$ cat config.mk
export PLATFORM = sky130hd
export DESIGN_NAME = monobit_window_ctrl_flat
export DESIGN_NICKNAME = d
export VERILOG_FILES = /design/src/rtl/monobit_pkg.sv /design/src/rtl/monobit_window_ctrl_if.sv /design/src/rtl/monobit_accum.sv /design/src/rtl/monobit_window_ctrl.sv /design/src/flat_wrapper.sv
export SDC_FILE = /design/constraint.sdc
export NUM_CORES = 1
export LEC_CHECK = 0
export BUFFER_PORTS_ARGS = -buffer_cell sky130_fd_sc_hd__buf_2
export CORE_MARGIN = 2
export CORE_UTILIZATION = 59
export DETAILED_ROUTE_END_ITERATION = 8
export GPL_TIMING_DRIVEN = 0
export MAX_ROUTING_LAYER = met4
export PLACE_DENSITY = 0.84
export SYNTH_ARGS = -nofsm -noshare
export SYNTH_HDL_FRONTEND = slang
export SYNTH_SLANG_ARGS = --single-unit
$ cat constraint.sdc
create_clock -name clk -period 2.5 [get_ports clk]
set_clock_uncertainty 0.05 [all_clocks]
set_input_delay 0.375 -clock clk [delete_from_list [all_inputs] [get_ports clk]]
set_output_delay 0.375 -clock clk [all_outputs]
set_load 0.005 [all_outputs]
$ cat src/rtl/monobit_pkg.sv
`default_nettype none
// +----------------------------------------------------------------------+
// | monobit_pkg: shared types, defaults and width helper for the monobit |
// | window controller.                     Rev 1.0                       |
// +----------------------------------------------------------------------+
package monobit_pkg;

   typedef enum logic [1:0] {
      IDLE    = 2'd0,
      COLLECT = 2'd1,
      EVAL    = 2'd2,
      HOLD    = 2'd3
   } state_t;

   localparam int DEF_N_BITS = 128;
   // floor(2.5758*sqrt(128)): alpha = 0.01 bound for a 128-bit window
   localparam int DEF_THRESH = 29;

   function automatic int cnt_width(input int n);
      return $clog2(n + 1);
   endfunction

endpackage
`default_nettype wire

$ cat src/rtl/monobit_window_ctrl_if.sv
`default_nettype none
// +----------------------------------------------------------------------+
// | monobit_window_ctrl_if: bit-stream and result handshake bundle.      |
// |                                        Rev 1.0                       |
// +----------------------------------------------------------------------+
interface monobit_window_ctrl_if
   import monobit_pkg::*;
#(
   parameter int N_BITS = DEF_N_BITS
);
   localparam int CW = cnt_width(N_BITS);

   logic          bit_in;
   logic          bit_valid;
   logic          bit_ready;
   logic          res_valid;
   logic          res_ready;
   logic          res_pass;
   logic [CW:0]   res_sum;
   logic [CW-1:0] res_ones;
   logic [7:0]    res_win_id;

   // master: bit source / result consumer; slave: the controller
   modport master (
      output bit_in, bit_valid, res_ready,
      input  bit_ready, res_valid, res_pass, res_sum, res_ones, res_win_id
   );

   modport slave (
      input  bit_in, bit_valid, res_ready,
      output bit_ready, res_valid, res_pass, res_sum, res_ones, res_win_id
   );

endinterface
`default_nettype wire

$ cat src/rtl/monobit_accum.sv
`default_nettype none
// +----------------------------------------------------------------------+
// | monobit_accum: per-window bit counter and ones counter.              |
// |                                        Rev 1.0                       |
// +----------------------------------------------------------------------+
module monobit_accum
   import monobit_pkg::*;
#(
   parameter int N_BITS = DEF_N_BITS,
   localparam int CW    = cnt_width(N_BITS)
) (
   input  logic          clk,
   input  logic          rst,
   input  logic          clr,
   input  logic          en,
   input  logic          bit_in,
   output logic [CW-1:0] ones,
   output logic          last
);
   localparam logic [CW-1:0] N_V = CW'(N_BITS);

   logic [CW-1:0] bit_cnt;

   always_ff @(posedge clk) begin
      if (rst || clr) begin
         bit_cnt <= '0;
         ones    <= '0;
      end else if (en) begin
         bit_cnt <= bit_cnt + CW'(1);
         ones    <= ones + CW'(bit_in);
      end
   end

   // High in the cycle right after the final bit of the window was taken
   assign last = (bit_cnt == N_V);

endmodule
`default_nettype wire

$ cat src/rtl/monobit_window_ctrl.sv
`default_nettype none
// +----------------------------------------------------------------------+
// | monobit_window_ctrl: cuts a bit stream into windows and issues a     |
// | monobit pass/fail result per window.   Rev 1.0                       |
// +----------------------------------------------------------------------+
module monobit_window_ctrl
   import monobit_pkg::*;
#(
   parameter int N_BITS = DEF_N_BITS,
   parameter int THRESH = DEF_THRESH
) (
   input  logic clk,
   input  logic rst,
   input  logic start,
   input  logic cont,
   input  logic abort,
   output logic busy,
   monobit_window_ctrl_if.slave bus
);
   localparam int CW = cnt_width(N_BITS);
   localparam logic [CW:0] NB_V = (CW+1)'(N_BITS);
   localparam logic [CW:0] TH_V = (CW+1)'(THRESH);

   state_t        state;
   state_t        state_nx;
   logic          bit_ready;
   logic          cont_lat;
   logic          last;
   logic          acc_en;
   logic          acc_clr;
   logic          hs;
   logic [CW-1:0] ones;
   logic [CW:0]   sum_s;
   logic [CW:0]   abs_s;
   logic          pass_s;
   logic          res_pass;
   logic [CW:0]   res_sum;
   logic [CW-1:0] res_ones;
   logic [7:0]    res_win_id;

   assign hs      = (state == HOLD) && bus.res_ready;
   assign acc_clr = abort || hs;
   assign acc_en  = bus.bit_valid && bit_ready;

   monobit_accum #(
      .N_BITS (N_BITS)
   ) u_accum (
      .clk    (clk),
      .rst    (rst),
      .clr    (acc_clr),
      .en     (acc_en),
      .bit_in (bus.bit_in),
      .ones   (ones),
      .last   (last)
   );

   always_ff @(posedge clk) begin
      if (rst) state <= IDLE;
      else     state <= state_nx;
   end

   always_comb begin
      state_nx  = state;
      bit_ready = 1'b0;
      case (state)
         IDLE:    if (start) state_nx = COLLECT;
         COLLECT: begin
            bit_ready = !last;
            if (last) state_nx = EVAL;
         end
         EVAL:    state_nx = HOLD;
         HOLD:    if (bus.res_ready) state_nx = cont_lat ? COLLECT : IDLE;
         default: state_nx = IDLE;
      endcase
      if (abort) begin
         state_nx  = IDLE;
         bit_ready = 1'b0;
      end
   end

   // S = 2*ones - N in CW+1 bits; wraps modulo 2^(CW+1) into the exact value
   assign sum_s  = {ones, 1'b0} - NB_V;
   assign abs_s  = sum_s[CW] ? (~sum_s + (CW+1)'(1)) : sum_s;
   assign pass_s = (abs_s <= TH_V);

   always_ff @(posedge clk) begin
      if (rst) begin
         cont_lat   <= 1'b0;
         res_pass   <= 1'b0;
         res_sum    <= '0;
         res_ones   <= '0;
         res_win_id <= 8'd0;
      end else if (abort) begin
         cont_lat <= 1'b0;
         res_pass <= 1'b0;
         res_sum  <= '0;
         res_ones <= '0;
      end else begin
         if (state == IDLE && start) cont_lat <= cont;
         if (state == EVAL) begin
            res_pass <= pass_s;
            res_sum  <= sum_s;
            res_ones <= ones;
         end
         if (hs) begin
            res_win_id <= res_win_id + 8'd1;
            if (cont_lat) cont_lat <= cont;
         end
      end
   end

   assign busy           = (state != IDLE);
   assign bus.bit_ready  = bit_ready;
   assign bus.res_valid  = (state == HOLD);
   assign bus.res_pass   = res_pass;
   assign bus.res_sum    = res_sum;
   assign bus.res_ones   = res_ones;
   assign bus.res_win_id = res_win_id;

endmodule
`default_nettype wire
$ cat src/flat_wrapper.sv
// flat-port wrapper written by rule: the top's interface ports become plain ports
module monobit_window_ctrl_flat import monobit_pkg::*;
#(
   parameter int N_BITS = DEF_N_BITS,
   parameter int THRESH = DEF_THRESH
)
  (clk, rst, start, cont, abort, busy, bus_bit_in, bus_bit_valid, bus_res_ready, bus_bit_ready, bus_res_valid, bus_res_pass, bus_res_sum, bus_res_ones, bus_res_win_id);
  monobit_window_ctrl_if #(.N_BITS(N_BITS)) bus_i ();
  input  logic clk;
  input  logic rst;
  input  logic start;
  input  logic cont;
  input  logic abort;
  output logic busy;
  input wire logic [$bits(bus_i.bit_in)-1:0] bus_bit_in;
  input wire logic [$bits(bus_i.bit_valid)-1:0] bus_bit_valid;
  input wire logic [$bits(bus_i.res_ready)-1:0] bus_res_ready;
  output wire logic [$bits(bus_i.bit_ready)-1:0] bus_bit_ready;
  output wire logic [$bits(bus_i.res_valid)-1:0] bus_res_valid;
  output wire logic [$bits(bus_i.res_pass)-1:0] bus_res_pass;
  output wire logic [$bits(bus_i.res_sum)-1:0] bus_res_sum;
  output wire logic [$bits(bus_i.res_ones)-1:0] bus_res_ones;
  output wire logic [$bits(bus_i.res_win_id)-1:0] bus_res_win_id;
  assign bus_i.bit_in = bus_bit_in;
  assign bus_i.bit_valid = bus_bit_valid;
  assign bus_i.res_ready = bus_res_ready;
  assign bus_bit_ready = bus_i.bit_ready;
  assign bus_res_valid = bus_i.res_valid;
  assign bus_res_pass = bus_i.res_pass;
  assign bus_res_sum = bus_i.res_sum;
  assign bus_res_ones = bus_i.res_ones;
  assign bus_res_win_id = bus_i.res_win_id;
  monobit_window_ctrl #(.N_BITS(N_BITS), .THRESH(THRESH)) u_core (.clk(clk), .rst(rst), .start(start), .cont(cont), .abort(abort), .busy(busy), .bus(bus_i));
endmodule
==> results of run 1 <==
[how the worst max path moves through the flow]
stage / startpoint / to / slack, ns / cells after the start
after floorplan: u_core.state[1] / u_core.u_accum.bit_cnt[4] / 0.94 / 6
after global placement: u_core.state[0] / u_core.bus.res_ones[6] / 0.79 / 5
after detailed placement: u_core.state[1] / u_core.u_accum.bit_cnt[4] / 0.78 / 5
after CTS: u_core.u_accum.bit_cnt[0] / bus_bit_ready / 0.49 / 6
after global routing: u_core.u_accum.bit_cnt[0] / bus_bit_ready / 0.40 / 6
final: u_core.u_accum.bit_cnt[0] / bus_bit_ready / 0.50 / 6
[cell usage in the layout, fill, tap and decap left out, types with 2 or more instances in the layout]
cell type / n
nand2_1: 11
xor2_1: 5
inv_1: 14
clkbuf_1: 5
nor4_1: 3
mux2i_1: 13
ha_1: 11
nor3_1: 4
a211oi_1: 4
a2111oi_2: 3
nor2_1: 36
nand4_1: 6
a21oi_1: 7
buf_4: 8
dfxtp_1: 38
nand4b_1: 2
xnor2_1: 16
o2111ai_1: 2
clkbuf_4: 5
buf_2: 39
nand3_1: 5
o21ai_0: 2
[cells by family (layout without fill, tap and decap cells)]
kind of cell,Yosys count,after routing,share of synthesized area
AO/OA/AOI/OAI,29,29,0.116
XOR/XNOR,21,21,0.0914
adder cells (fa/ha/maj),11,11,0.0684
buffers and inverters,33,74,0.0796
flip-flops,38,38,0.378
multiplexers,13,13,0.0646
other,1,1,0.00186
AND/OR/NAND/NOR,78,78,0.201
[layout make-up]
| cell class | count | area [um2] | area share |
|---|---|---|---|
| Inverter | 14 | 52.6 | 0.0226 |
| Clock buffer | 6 | 51.3 | 0.0221 |
| Tap cell | 46 | 57.6 | 0.0248 |
| Clock inverter | 1 | 30.0 | 0.0129 |
| Timing Repair Buffer | 34 | 170 | 0.0733 |
| Buffer | 19 | 108 | 0.0463 |
| Multi-Input combinational cell | 153 | 1090 | 0.470 |
| Sequential cell | 38 | 761 | 0.328 |
[critical path, cell delays in order, from the launching register on]
cell and delay [ns]:
dfxtp_1 0.36, inv_1 0.07, ha_1 0.13, nor4bb_1 0.21
buf_4 0.24, a21oi_1 0.09, buf_2 0.14
[report_power, final]
part           total [mW]  leakage, nW  internal [mW]  switching, mW
registers           0.610        0.306          0.608        0.00239
clock network       0.424       0.0443          0.233          0.191
logic              0.0598        0.571         0.0246         0.0351
total                1.09        0.921          0.866          0.229
[routing by layer]
| layer | routed length [um] | global-route usage | part of all wire | vias up |
|---|---|---|---|---|
| met5 | 0 | - | 0 | - |
| met4 | 63 | 0.0722 | 0.017 | 0 |
| met3 | 170 | 0.0450 | 0.045 | 9 |
| met2 | 1710 | 0.344 | 0.45 | 39 |
| met1 | 1840 | 0.270 | 0.49 | 743 |
| li1 | - | - | - | 843 |
[registers in the layout, indices dropped and copies added (netlist names)]
| signal | flops |
|---|---|
| u_core.bus.res_sum | 2 |
| u_core.cont_lat | 1 |
| u_core.u_accum.bit_cnt | 8 |
| u_core.u_accum.ones | 8 |
| u_core.state | 2 |
| u_core.bus.res_pass | 1 |
| u_core.bus.res_win_id | 8 |
| u_core.bus.res_ones | 8 |
==> results summary, run 1 <==
The leakage power total came out at ~0.92 nW. The number of cells in the finished layout apart from fillers came out at roughly 310. The count of antenna-violating nets left after detailed routing came out at 0. The number of failing hold endpoints at the final stage is 0.

The tree is rooted in a clkbuf_4. The clock slew at the register clock pins of the worst setup and hold paths is 0.11 ns. The height of the die is around 62 um. Once the clock tree was built, the setup fixing pass inserted 0 buffers. The I/O pin total came out at 37. The post-synthesis area per instance came out at ~9 um2. The summed instance area of the synthesized netlist came out at 0.00201 mm2.

The number of register bits inferred by synthesis is 38. The width of the die came out at 62.4 um. The synthesis-to-finish area growth is 15.4%.

The die covers 0.00390 mm2. At the pin with the least slew margin, the transition time is around 0.63 ns. The number of synthesis warnings came out at 0. The largest total area in the synthesized netlist belongs to dfxtp_1. The post-placement worst setup slack came out at about 0.8 ns.

For this run, the top clock speed supported by timing is roughly 500 MHz. The final worst hold slack is about 0.24 ns. In this run the critical register-to-register path is launched from u_core.state[1]. The total via count in the routed design is between 1.5k and 2k. At the end of the flow the core is filled with cells to 0.701.

The post-placement cell area is roughly 0.0022 mm2. The maximum number of pins on one net before global-route repair came out at 12. By count the netlist is led by dfxtp_1 (38), nor2_1 (36), xnor2_1 (16), inv_1 (14), mux2i_1 (13). In this run the standard cell core region covers roughly 0.0033 mm2.

The number of cells traversed by the worst register-to-register path came out at 6. The worst-case IR drop observed on VDD is 0.268 mV. Dividing the detail-routed via count by the number of cells gives 5.25.

The register-to-register setup slack came out at around 0.77 ns. The final weighted congestion in routability-driven placement is ~0.84. The number of placed cells counting well taps came out at ~300. The number of nets produced by synthesis came out at around 240. The worst setup path is captured at an output port. The number of antenna repair diodes is 0. The number of search-and-repair iterations in the first detailed-routing pass is 4.

The number of hold buffers added after CTS came out at 0. In this run the critical register-to-register path is captured at u_core.u_accum.bit_cnt[4]. The insertion delay of the later-clocked pin in the worst-skew pair is 0.34 ns. The post-route cell area came out at between 0.002 and 0.0025 mm2. Yosys mapped a number of flops with a built-in enable equal to 0. The aggregate global-route resource usage is 0.214. Of the post-synthesis cell area, the dominant cell type holds 0.378.

The accumulated negative setup slack came out at 0 ns. The number of placement rows came out at 21. TritonCTS built the clock tree. The violation count after the first detailed-route iteration is 75. The post-route fraction of the period consumed by the critical path came out at 0.800. Counting every sink on the clock net gives 38. The number of library cell types mapped by synthesis is 45. For this run, the leading register cell type out of synthesis is dfxtp_1. By instance count, the leading cell after synthesis is dfxtp_1.

The number of gates given a new drive strength after cts is 0. The async set or reset register ratio after synthesis is 0. In the final routed layout, each cell accounts on average for 12.1 um.

The setup violation total in the final timing report is 0. STA puts the critical path data required time at about 2.1 ns. By startpoint and endpoint, the worst setup path is classified as flip-flop to output port. Counting the fill cells in the layout gives 286.

For this block, the routed nets add up to roughly 3.8 mm of wire. The worst path meets setup with approximately 0.5 ns of slack. The beginning of the worst hold path is cont.

The kind of path behind the tightest hold check is input port to flip-flop. The number of antenna violations at the first check in global routing is 0. Counting along the longest clock path gives a buffer depth of 2.

In the final layout, the share of cells above drive strength 1 is 0.238. The instance count along the most critical hold path came out at 3. Setup repair after global routing left no endpoint under its margin.

The largest fanout on the critical path is 10. For hold timing, the worst endpoint is u_core.cont_lat. The initial utilization of the core area, before any placement, comes to 0.608. The data arrival time of the critical path is ~1.6 ns.

The flow ran to the end, and the final reports show no timing, DRC or antenna violations. The number of port buffers is 34. The worst path in the final design needs a cycle of approximately 2 ns, including I/O delays and setup.

The cell count after synthesis came out at about 220. The sequential cell area fraction in the yosys report is 0.378. The final count of pins violating max slew came out at 0.

The total CTS buffers came out at 5. By area the synthesized netlist is led by dfxtp_1 (38%), xnor2_1 (7.0%), ha_1 (6.8%). The maximum level of the CTS H-tree came out at 2.

The via count of the first global-routing pass is ~1.5k. The placed wire-length estimate after detailed placement came out at 2.78 mm. The first global-routing pass estimated 6.61 mm of wire. The total power came out at 1.09 mW. STA classifies the critical path startpoint as a flip-flop. The number of max-cap violations came out at 0. The worst pin sits at a relative slew slack of 0.582. In the routed design, unresolved DRC markers number 0.

The post-layout net count is about 280. The global-route congestion overflow total came out at 0. Dividing total power by cell area gives a power density of between 400 and 500 mW/mm2.
No activity file was read; power rests on OpenSTA's default activity.
==> run 2: changes to the inputs <==
--- a/config.mk
+++ b/config.mk
@@ -7,11 +7,11 @@
 export LEC_CHECK = 0
 export BUFFER_PORTS_ARGS = -buffer_cell sky130_fd_sc_hd__buf_2
 export CORE_MARGIN = 2
-export CORE_UTILIZATION = 59
+export CORE_UTILIZATION = 50
 export DETAILED_ROUTE_END_ITERATION = 8
 export GPL_TIMING_DRIVEN = 0
 export MAX_ROUTING_LAYER = met4
-export PLACE_DENSITY = 0.84
+export PLACE_DENSITY = 0.76
 export SYNTH_ARGS = -nofsm -noshare
 export SYNTH_HDL_FRONTEND = slang
 export SYNTH_SLANG_ARGS = --single-unit
==> constraint.sdc (replaced) <==
create_clock -name clk -period 1.7 [get_ports clk]
set_clock_uncertainty 0.05 [all_clocks]
set_input_delay 0.255 -clock clk [delete_from_list [all_inputs] [get_ports clk]]
set_output_delay 0.255 -clock clk [all_outputs]
set_load 0.005 [all_outputs]
==> run 2 against run 1 <==
Design area is 6.7% higher; worst setup slack worse by 0.44 ns; cell count is 2.6% higher; register-to-register slack worse by 0.65 ns; combinational power is 60% higher; sequential cell count stayed put; total power is 47% higher; routed wire length is 2.9% higher; worst hold slack worse by 0.041 ns; die area is 17% higher; core utilization is 7.3 points lower.
==> results summary, run 2 (synthesis gave the netlist of run 1 again) <==
The core outline area is 0.00394 mm2 (+19%). The number of sinks on the clock net came out at 38 (unchanged). The area taken by multi-input logic gates came to 0.00119 mm2 (+9.2%).

The post-route fraction of the period consumed by the critical path came out at 0.962. The worst setup slack after layout is 0.0652 ns (-0.435 ns). The total area of sequential cells came out at 766 um2 (+0.66%).

The synthesis-to-finish area growth is 23.1%. The post-route cell area is 0.00248 mm2 (+6.7%). The setup violation total in the final timing report is 0 (unchanged). The maximum number of pins on one net before global-route repair was 11 (-1).

The maximum level of the CTS H-tree was 2 (unchanged). TritonCTS built the clock tree. The violation count after the first detailed-route iteration came out at 56 (-25%). The count of antenna-violating nets left after detailed routing is 0 (unchanged). The via count of the first global-routing pass is 1438 (-3.2%). The global-route congestion overflow total came to 0 (unchanged). The total power divided by cell area is 647 mW/mm2 (+37%). The largest fanout on the critical path came out at 3 (-7). The placed wire-length estimate after detailed placement is 2.68 mm (-3.5%). The number of inserted filler cells in the final layout is 318 (+11%). The utilization after layout is 0.628 (-0.0731). STA classifies the critical path startpoint as a flip-flop. The cell count along the critical path is 5 (-1).

The number of hold buffers added after CTS is 0 (unchanged). The post-placement cell area came out at 0.00225 mm2 (+0.22%). The run finished with clean final reports.

The final weighted congestion in routability-driven placement came out at 0.807 (-3.8%). The post-layout net count came out at 289 (+1.8%). The I/O pin total came out at 37 (unchanged). The start-to-end type of the worst setup path is flip-flop to output port.

The per-cell via count in the routed design is 5.14 (-2.1%). The critical path's largest stage delay came to 0.33 ns (-0.03 ns). The number of max-cap violations was 0 (unchanged). The library cells used most frequently in the layout, excluding fill and tap cells, are buf_2 (40), nor2_1 (36), dfxtp_1 (34), xnor2_1 (16), buf_4 (14). The floorplan die area came out at 0.00455 mm2 (+17%).

The nature of the critical path endpoint is an output port. The accumulated negative setup slack is 0 ns (unchanged). The final count of pins violating max slew is 0 (unchanged). The fraction of layout cells with a size suffix above 1 is 0.312 (+0.0745). The cell at the root of the clock tree is clkbuf_8. The timing-limited maximum frequency is between 600 and 700 MHz. The height of the die was 67.5 um (+8.1%). The worst voltage drop across the vdd grid was 0.566 mV (+110%). The required arrival time at the worst endpoint is 1.39 ns (-0.69 ns).

The buffer depth of the longest clock path came to 2 (unchanged). The number of cells traversed by the worst register-to-register path is 7 (+1). The width of the die is 67.5 um (+8.1%). The total via count in the routed design came out at 1641 (+0.43%). The number of antenna repair diodes came out at 0 (unchanged).

The leading cell type in the layout, fill and taps excluded is buf_2. The min-delay analysis places its worst path in the category input port to flip-flop. The leakage power total is 0.964 nW (+4.7%). The number of cells in the finished layout apart from fillers is 319 (+2.6%). The aggregate global-route resource usage came to 0.194 (-0.0202).

The number of search-and-repair iterations in the first detailed-routing pass is 4 (unchanged). The number of port buffers is 34 (unchanged). The post-placement worst setup slack is -0.0247 ns (-0.808 ns). Setup repair after global routing left no endpoint under its margin. The wire length per cell after detailed routing is 12.2 um (+0.36%). The number of placed cells counting well taps came out at 308 (+1.3%).

The routed wire length was 3.89 mm (+2.9%). The effective utilization at floorplan is 0.511 (-0.0975). Among all stages on the critical path, the largest delay is contributed by dfxtp_2.

The clock slew at the register clock pins of the worst setup and hold paths came out at 0.07 ns (-0.04 ns). Broken down by cell family, the worst path's largest delay share belongs to flip-flops. The total CTS buffers came out at 5 (unchanged). The post-detailed-route DRC marker count came to 0 (unchanged).

The number of failing hold endpoints at the final stage came to 0 (unchanged). The wire length of the first global-routing pass came to 6.47 mm (-2.1%). The combined buffer and inverter count along the critical path is 2 (-1). The shortest period the worst path allows is about 1.6 ns. The data arrival time of the critical path came out at 1.33 ns (-0.24 ns).

The instance count along the most critical hold path came out at 3 (unchanged). The number of antenna violations at the first check in global routing is 0 (unchanged). The insertion delay of the later-clocked pin in the worst-skew pair is 0.29 ns (-0.05 ns). The number of placement rows came to 23 (+9.5%). The critical path goes through inv_2 -> ha_4 -> nor4bb_4 -> a21oi_2 -> buf_2.
[run 2: worst min-delay path, cell delays in order]
cell and delay, ns:
buf_2 0.08, a21oi_1 0.03, nor3_1 0.12
[run 2: routing by layer]
layer  global-route usage  up-vias  part of all wire
met1                0.261      759              0.49
met5                    -        -                 0
met3               0.0500        6             0.030
met4               0.0689        0             0.015
met2                0.281       19              0.47
li1                     -      857                 -
[run 2: per-stage QoR]
stage | hold slack (ns) | total power [mW]
2_1_floorplan | 0.372 | 0.978
3_3_place_gp | 0.426 | 1.00
3_5_place_dp | 0.434 | 1.01
4_1_cts | 0.203 | 1.61
5_1_grt | 0.220 | 1.67
6_report | 0.202 | 1.60
[run 2: what timing repair did]
item,in CTS,in global routing
setup buffers,5,3
resized for setup,9,14
pin swaps,2,9
cloned,0,0
setup endpoints to repair,13,18
[run 2: area by class of cell]
| cell class | count | share of cell area |
|---|---|---|
| Timing Repair Buffer | 41 | 0.0899 |
| Multi-Input combinational cell | 153 | 0.481 |
| Inverter | 14 | 0.0212 |
| Clock buffer | 6 | 0.0333 |
| Buffer | 17 | 0.0399 |
| Sequential cell | 38 | 0.309 |
| Tap cell | 50 | 0.0253 |
[run 2: path summary, 6_finish.rpt]
kind | start | end | slack (ns)
min reg2reg | u_core.bus.res_sum[7] | u_core.bus.res_sum[7] | 0.44
max reg2reg | u_core.state[1] | u_core.u_accum.bit_cnt[7] | 0.12
max | u_core.u_accum.bit_cnt[1] | bus_bit_ready | 0.07
min | cont | u_core.cont_lat | 0.20
[run 2: power by group]
part           leakage, nW  total, mW  internal [mW]  switching, mW
clock               0.0431      0.609          0.313          0.297
sequential           0.308      0.898          0.894        0.00433
combinational        0.613     0.0956         0.0417         0.0539
total                0.964       1.60           1.25          0.355
==> run 3: changes to the inputs <==
--- a/config.mk
+++ b/config.mk
@@ -7,11 +7,13 @@
 export LEC_CHECK = 0
 export BUFFER_PORTS_ARGS = -buffer_cell sky130_fd_sc_hd__buf_2
 export CORE_MARGIN = 2
-export CORE_UTILIZATION = 50
+export CORE_UTILIZATION = 49
+export CTS_CLUSTER_DIAMETER = 30
 export DETAILED_ROUTE_END_ITERATION = 8
 export GPL_TIMING_DRIVEN = 0
 export MAX_ROUTING_LAYER = met4
-export PLACE_DENSITY = 0.76
+export PLACE_DENSITY = 0.75
 export SYNTH_ARGS = -nofsm -noshare
 export SYNTH_HDL_FRONTEND = slang
+export SYNTH_HIERARCHICAL = 1
 export SYNTH_SLANG_ARGS = --single-unit
==> run 3 against run 2 <==
Non-clock buffer count is 1 higher; register-to-register slack worse by 0.48 ns; the run now ends with setup timing left; via count is 3.7% lower; combinational power is 0.6% lower; global-route usage hardly changed; count of clock-buffer cells in the layout is 1 higher; synthesized cell count is 6.7% lower; sequential cell count stayed put; clock power is 5.3% lower; worst setup slack worse by 0.42 ns; cell count is 3.4% lower.
==> results summary, run 3 <==
The flow ran to the end, but the final reports show violations. The final reports fail on setup timing. The core outline area came out at 0.00369 mm2 (-6.4%). In this run the critical register-to-register path is launched from u_core/u_accum/bit_cnt[0]. The number of antenna repair diodes is 0 (unchanged). The worst register-to-register path ends at u_core/u_accum/ones[6].

The floorplan die area is 0.00438 mm2 (-3.6%). The total power divided by cell area came out at 640 mW/mm2 (-1.1%). The slowest stage of the critical path is the or3_4 cell. The violation count after the first detailed-route iteration is 33 (-41%). The clock slew at the register clock pins of the worst setup and hold paths is 0.07 ns (about the same).

The area share of the largest cell type after synthesis is 0.401 (+0.0232). The summed instance area of the synthesized netlist came out at 0.00190 mm2 (-5.8%). The setup path with the least slack is of type flip-flop to flip-flop. The async set or reset register ratio after synthesis came out at 0 (unchanged). The global-route congestion overflow total came out at 0 (unchanged).

The worst voltage drop across the vdd grid came to 0.399 mV (-30%). The effective utilization at floorplan is 0.514 (+0.00362). The commonest cells after synthesis are dfxtp_1 (38), nor2_1 (32), mux2i_1 (16), xor2_1 (12), ha_1 (11). The leakage power total came out at 1.00 nW (+4.1%). The post-detailed-route DRC marker count is 0 (unchanged).

The post-route fraction of the period consumed by the critical path is 1.21 (+0.249). The routed wire length is 3.83 mm (-1.5%). The total CTS buffers was 5 (unchanged).

The number of nets produced by synthesis came to 228 (-6.2%). The maximum number of pins on one net before global-route repair came to 11 (unchanged). STA classifies the critical path endpoint as a flip-flop.

The insertion delay of the later-clocked pin in the worst-skew pair is 0.29 ns (about the same). The number of placement rows came out at 22 (-4.3%). The shortest period the worst path allows came out at 2.06 ns (+0.423 ns). Leaving out fill and tap cells, the most frequent cells in the layout are buf_2 (37), dfxtp_1 (34), nor2_1 (31), mux2i_1 (15), buf_4 (15). The number of port buffers is 35 (+2.9%). The total via count in the routed design is 1580 (-3.7%). The most critical setup path has its startpoint at u_core/u_accum/bit_cnt[0].

The wire length per cell after detailed routing came to 12.4 um (+2.0%). The cell at the root of the clock tree is clkbuf_8. The per-cell via count in the routed design was 5.13 (-0.28%). The via count of the first global-routing pass came out at 1426 (-0.83%).

The number of sinks on the clock net is 38 (unchanged). The count of flip-flops with a built-in enable after synthesis came out at 0 (unchanged). The maximum level of the CTS H-tree was 2 (unchanged). The register-to-register setup slack is -0.36 ns (-0.48 ns). The critical path's largest stage delay came out at 0.38 ns (+0.05 ns). The number of inserted filler cells in the final layout came out at 322 (+1.3%). The number of register bits inferred by synthesis came to 38 (unchanged). The count of antenna-violating nets left after detailed routing came out at 0 (unchanged). The number of search-and-repair iterations in the first detailed-routing pass came out at 4 (unchanged). The number of max-cap violations is 0 (unchanged). The I/O pin total came out at 37 (unchanged).

The largest fanout on the critical path was 5 (+2). The aggregate global-route resource usage is 0.194 (about the same). The data arrival time of the critical path was 2.23 ns (+0.90 ns). The post-route cell area came out at 0.00245 mm2 (-1.2%). The dominant register cell in the synthesized netlist is dfxtp_1. The critical path goes through inv_4 -> ha_4 -> nor4b_4 -> and3_1 -> nand2b_4 -> nor2_4 -> and2_4 -> buf_8 -> nand3_4 -> or3_4 -> a21oi_2.

The fraction of layout cells with a size suffix above 1 is 0.354 (+0.0416). The sequential cell area fraction in the yosys report came out at 0.401 (+0.0232). Setup repair after global routing could not meet its margin everywhere. The placed wire-length estimate after detailed placement is 2.51 mm (-6.3%). The worst setup path is launched from a flip-flop.

The setup violation total in the final timing report was 18 (+18). The post-layout net count was 279 (-3.5%). The number of cells traversed by the worst register-to-register path is 11 (+4). Compared with the post-synthesis result, the final layout area differs by 29.0%.

In the post-synthesis netlist, the biggest area contributors are dfxtp_1 (40%), mux2i_1 (8.4%), ha_1 (7.3%). The post-synthesis area per instance is 9.08 um2 (+0.98%). The width of the die was 66.2 um (-1.8%). The number of hold buffers added after CTS is 0 (unchanged). The final weighted congestion in routability-driven placement came out at 0.778 (-3.6%). The wire length of the first global-routing pass is 6.35 mm (-1.9%). dfxtp_1 takes more of the synthesized area than any other cell. The number of failing hold endpoints at the final stage is 0 (unchanged). The timing-limited maximum frequency was 486 MHz (-21%). The number of synthesis warnings is 6 (+6). The final count of pins violating max slew is 0 (unchanged). The post-placement cell area came out at 0.00216 mm2 (-3.6%). The cell count after synthesis is 209 (-6.7%). The leading cell type in the layout, fill and taps excluded is buf_2. The worst setup slack after layout is -0.358 ns (-0.423 ns).

The required arrival time at the worst endpoint is 1.87 ns (+0.48 ns). The utilization after layout came out at 0.664 (+0.0351). TritonCTS built the clock tree. In this run the worst hold path is classified as input port to flip-flop. The number of library cell types mapped by synthesis is 43 (-4.4%).

The most common cell in the synthesized netlist is dfxtp_1. The buffer depth of the longest clock path came to 2 (unchanged). The number of antenna violations at the first check in global routing is 0 (unchanged). The end of the critical path is u_core/u_accum/ones[6]. The height of the die was 66.2 um (-1.8%). The accumulated negative setup slack is -3.77 ns (-3.77 ns).
[run 3: per-layer routing]
| layer | share of wire | vias up | track usage |
|---|---|---|---|
| met1 | 0.47 | 740 | 0.241 |
| met2 | 0.48 | 28 | 0.298 |
| li1 | - | 808 | - |
| met4 | 0.0055 | 0 | 0.0663 |
| met3 | 0.044 | 4 | 0.0613 |
| met5 | 0 | - | - |
[run 3: layout make-up]
class	instances	area [um2]	area share
well taps	48	60.1	0.0245
plain buffers	13	92.6	0.0378
repair buffers	46	269	0.110
clock buffers	7	76.3	0.0312
flip-flops and latches	38	773	0.316
multi-input cells	146	1130	0.463
inverters	10	42.5	0.0174
[run 3: where the power goes]
group / total, mW / switching [mW] / internal, mW / leakage, nW
registers: 0.894 / 0.00407 / 0.890 / 0.309
clock network: 0.577 / 0.295 / 0.282 / 0.0383
logic: 0.0950 / 0.0519 / 0.0431 / 0.656
[run 3: cells by family (layout without fill, tap and decap cells)]
family,Yosys count,in the layout,synth area share
muxes,16,16,0.0844
buffers and inverters,25,76,0.0686
AOI/OAI and AO/OA,25,25,0.0851
adders and majority gates,11,11,0.0726
and+or+nand+nor,78,78,0.217
other,1,1,0.00198
xor gates and xnor gates,15,15,0.0693
DFF,38,38,0.401
[run 3: per-stage QoR]
stage	worst slack, ns	std cells	power, mW	hold slack (ns)
5_1_grt	-0.448	308	1.65	0.222
2_1_floorplan	-0.215	209	0.975	0.376
6_report	-0.358	308	1.57	0.215
3_5_place_dp	-0.369	292	1.00	0.428
4_1_cts	-0.333	305	1.59	0.202
3_3_place_gp	-0.350	292	1.00	0.417
[run 3: worst max-delay path: cells and delay by family, from the launching register on]
family	cells	cell delay (ns)
AOI/OAI and AO/OA	1	0.12
and+or+nand+nor	7	1.16
DFF	1	0.36
buffers and inverters	2	0.16
adders and majority gates	1	0.15
[run 3: repair_timing]
action / in CTS / in global routing
hold endpoints to repair: 0 / 0
buffers inserted: 6 / 5
setup endpoints to repair: 19 / 24
pin swaps: 3 / 8
resized for setup: 16 / 17
[run 3: how the worst min path moves through the flow]
stage | slack (ns) | endpoint | from | depth (start not counted)
detailed placement | 0.43 | u_core/u_accum/bit_cnt[7] | u_core/u_accum/bit_cnt[7] | 2
floorplan | 0.38 | u_core/cont_lat | cont | 2
global placement | 0.42 | u_core/u_accum/bit_cnt[7] | u_core/u_accum/bit_cnt[7] | 2
finish | 0.21 | u_core/cont_lat | cont | 3
CTS | 0.20 | u_core/cont_lat | cont | 3
global route | 0.22 | u_core/cont_lat | cont | 3
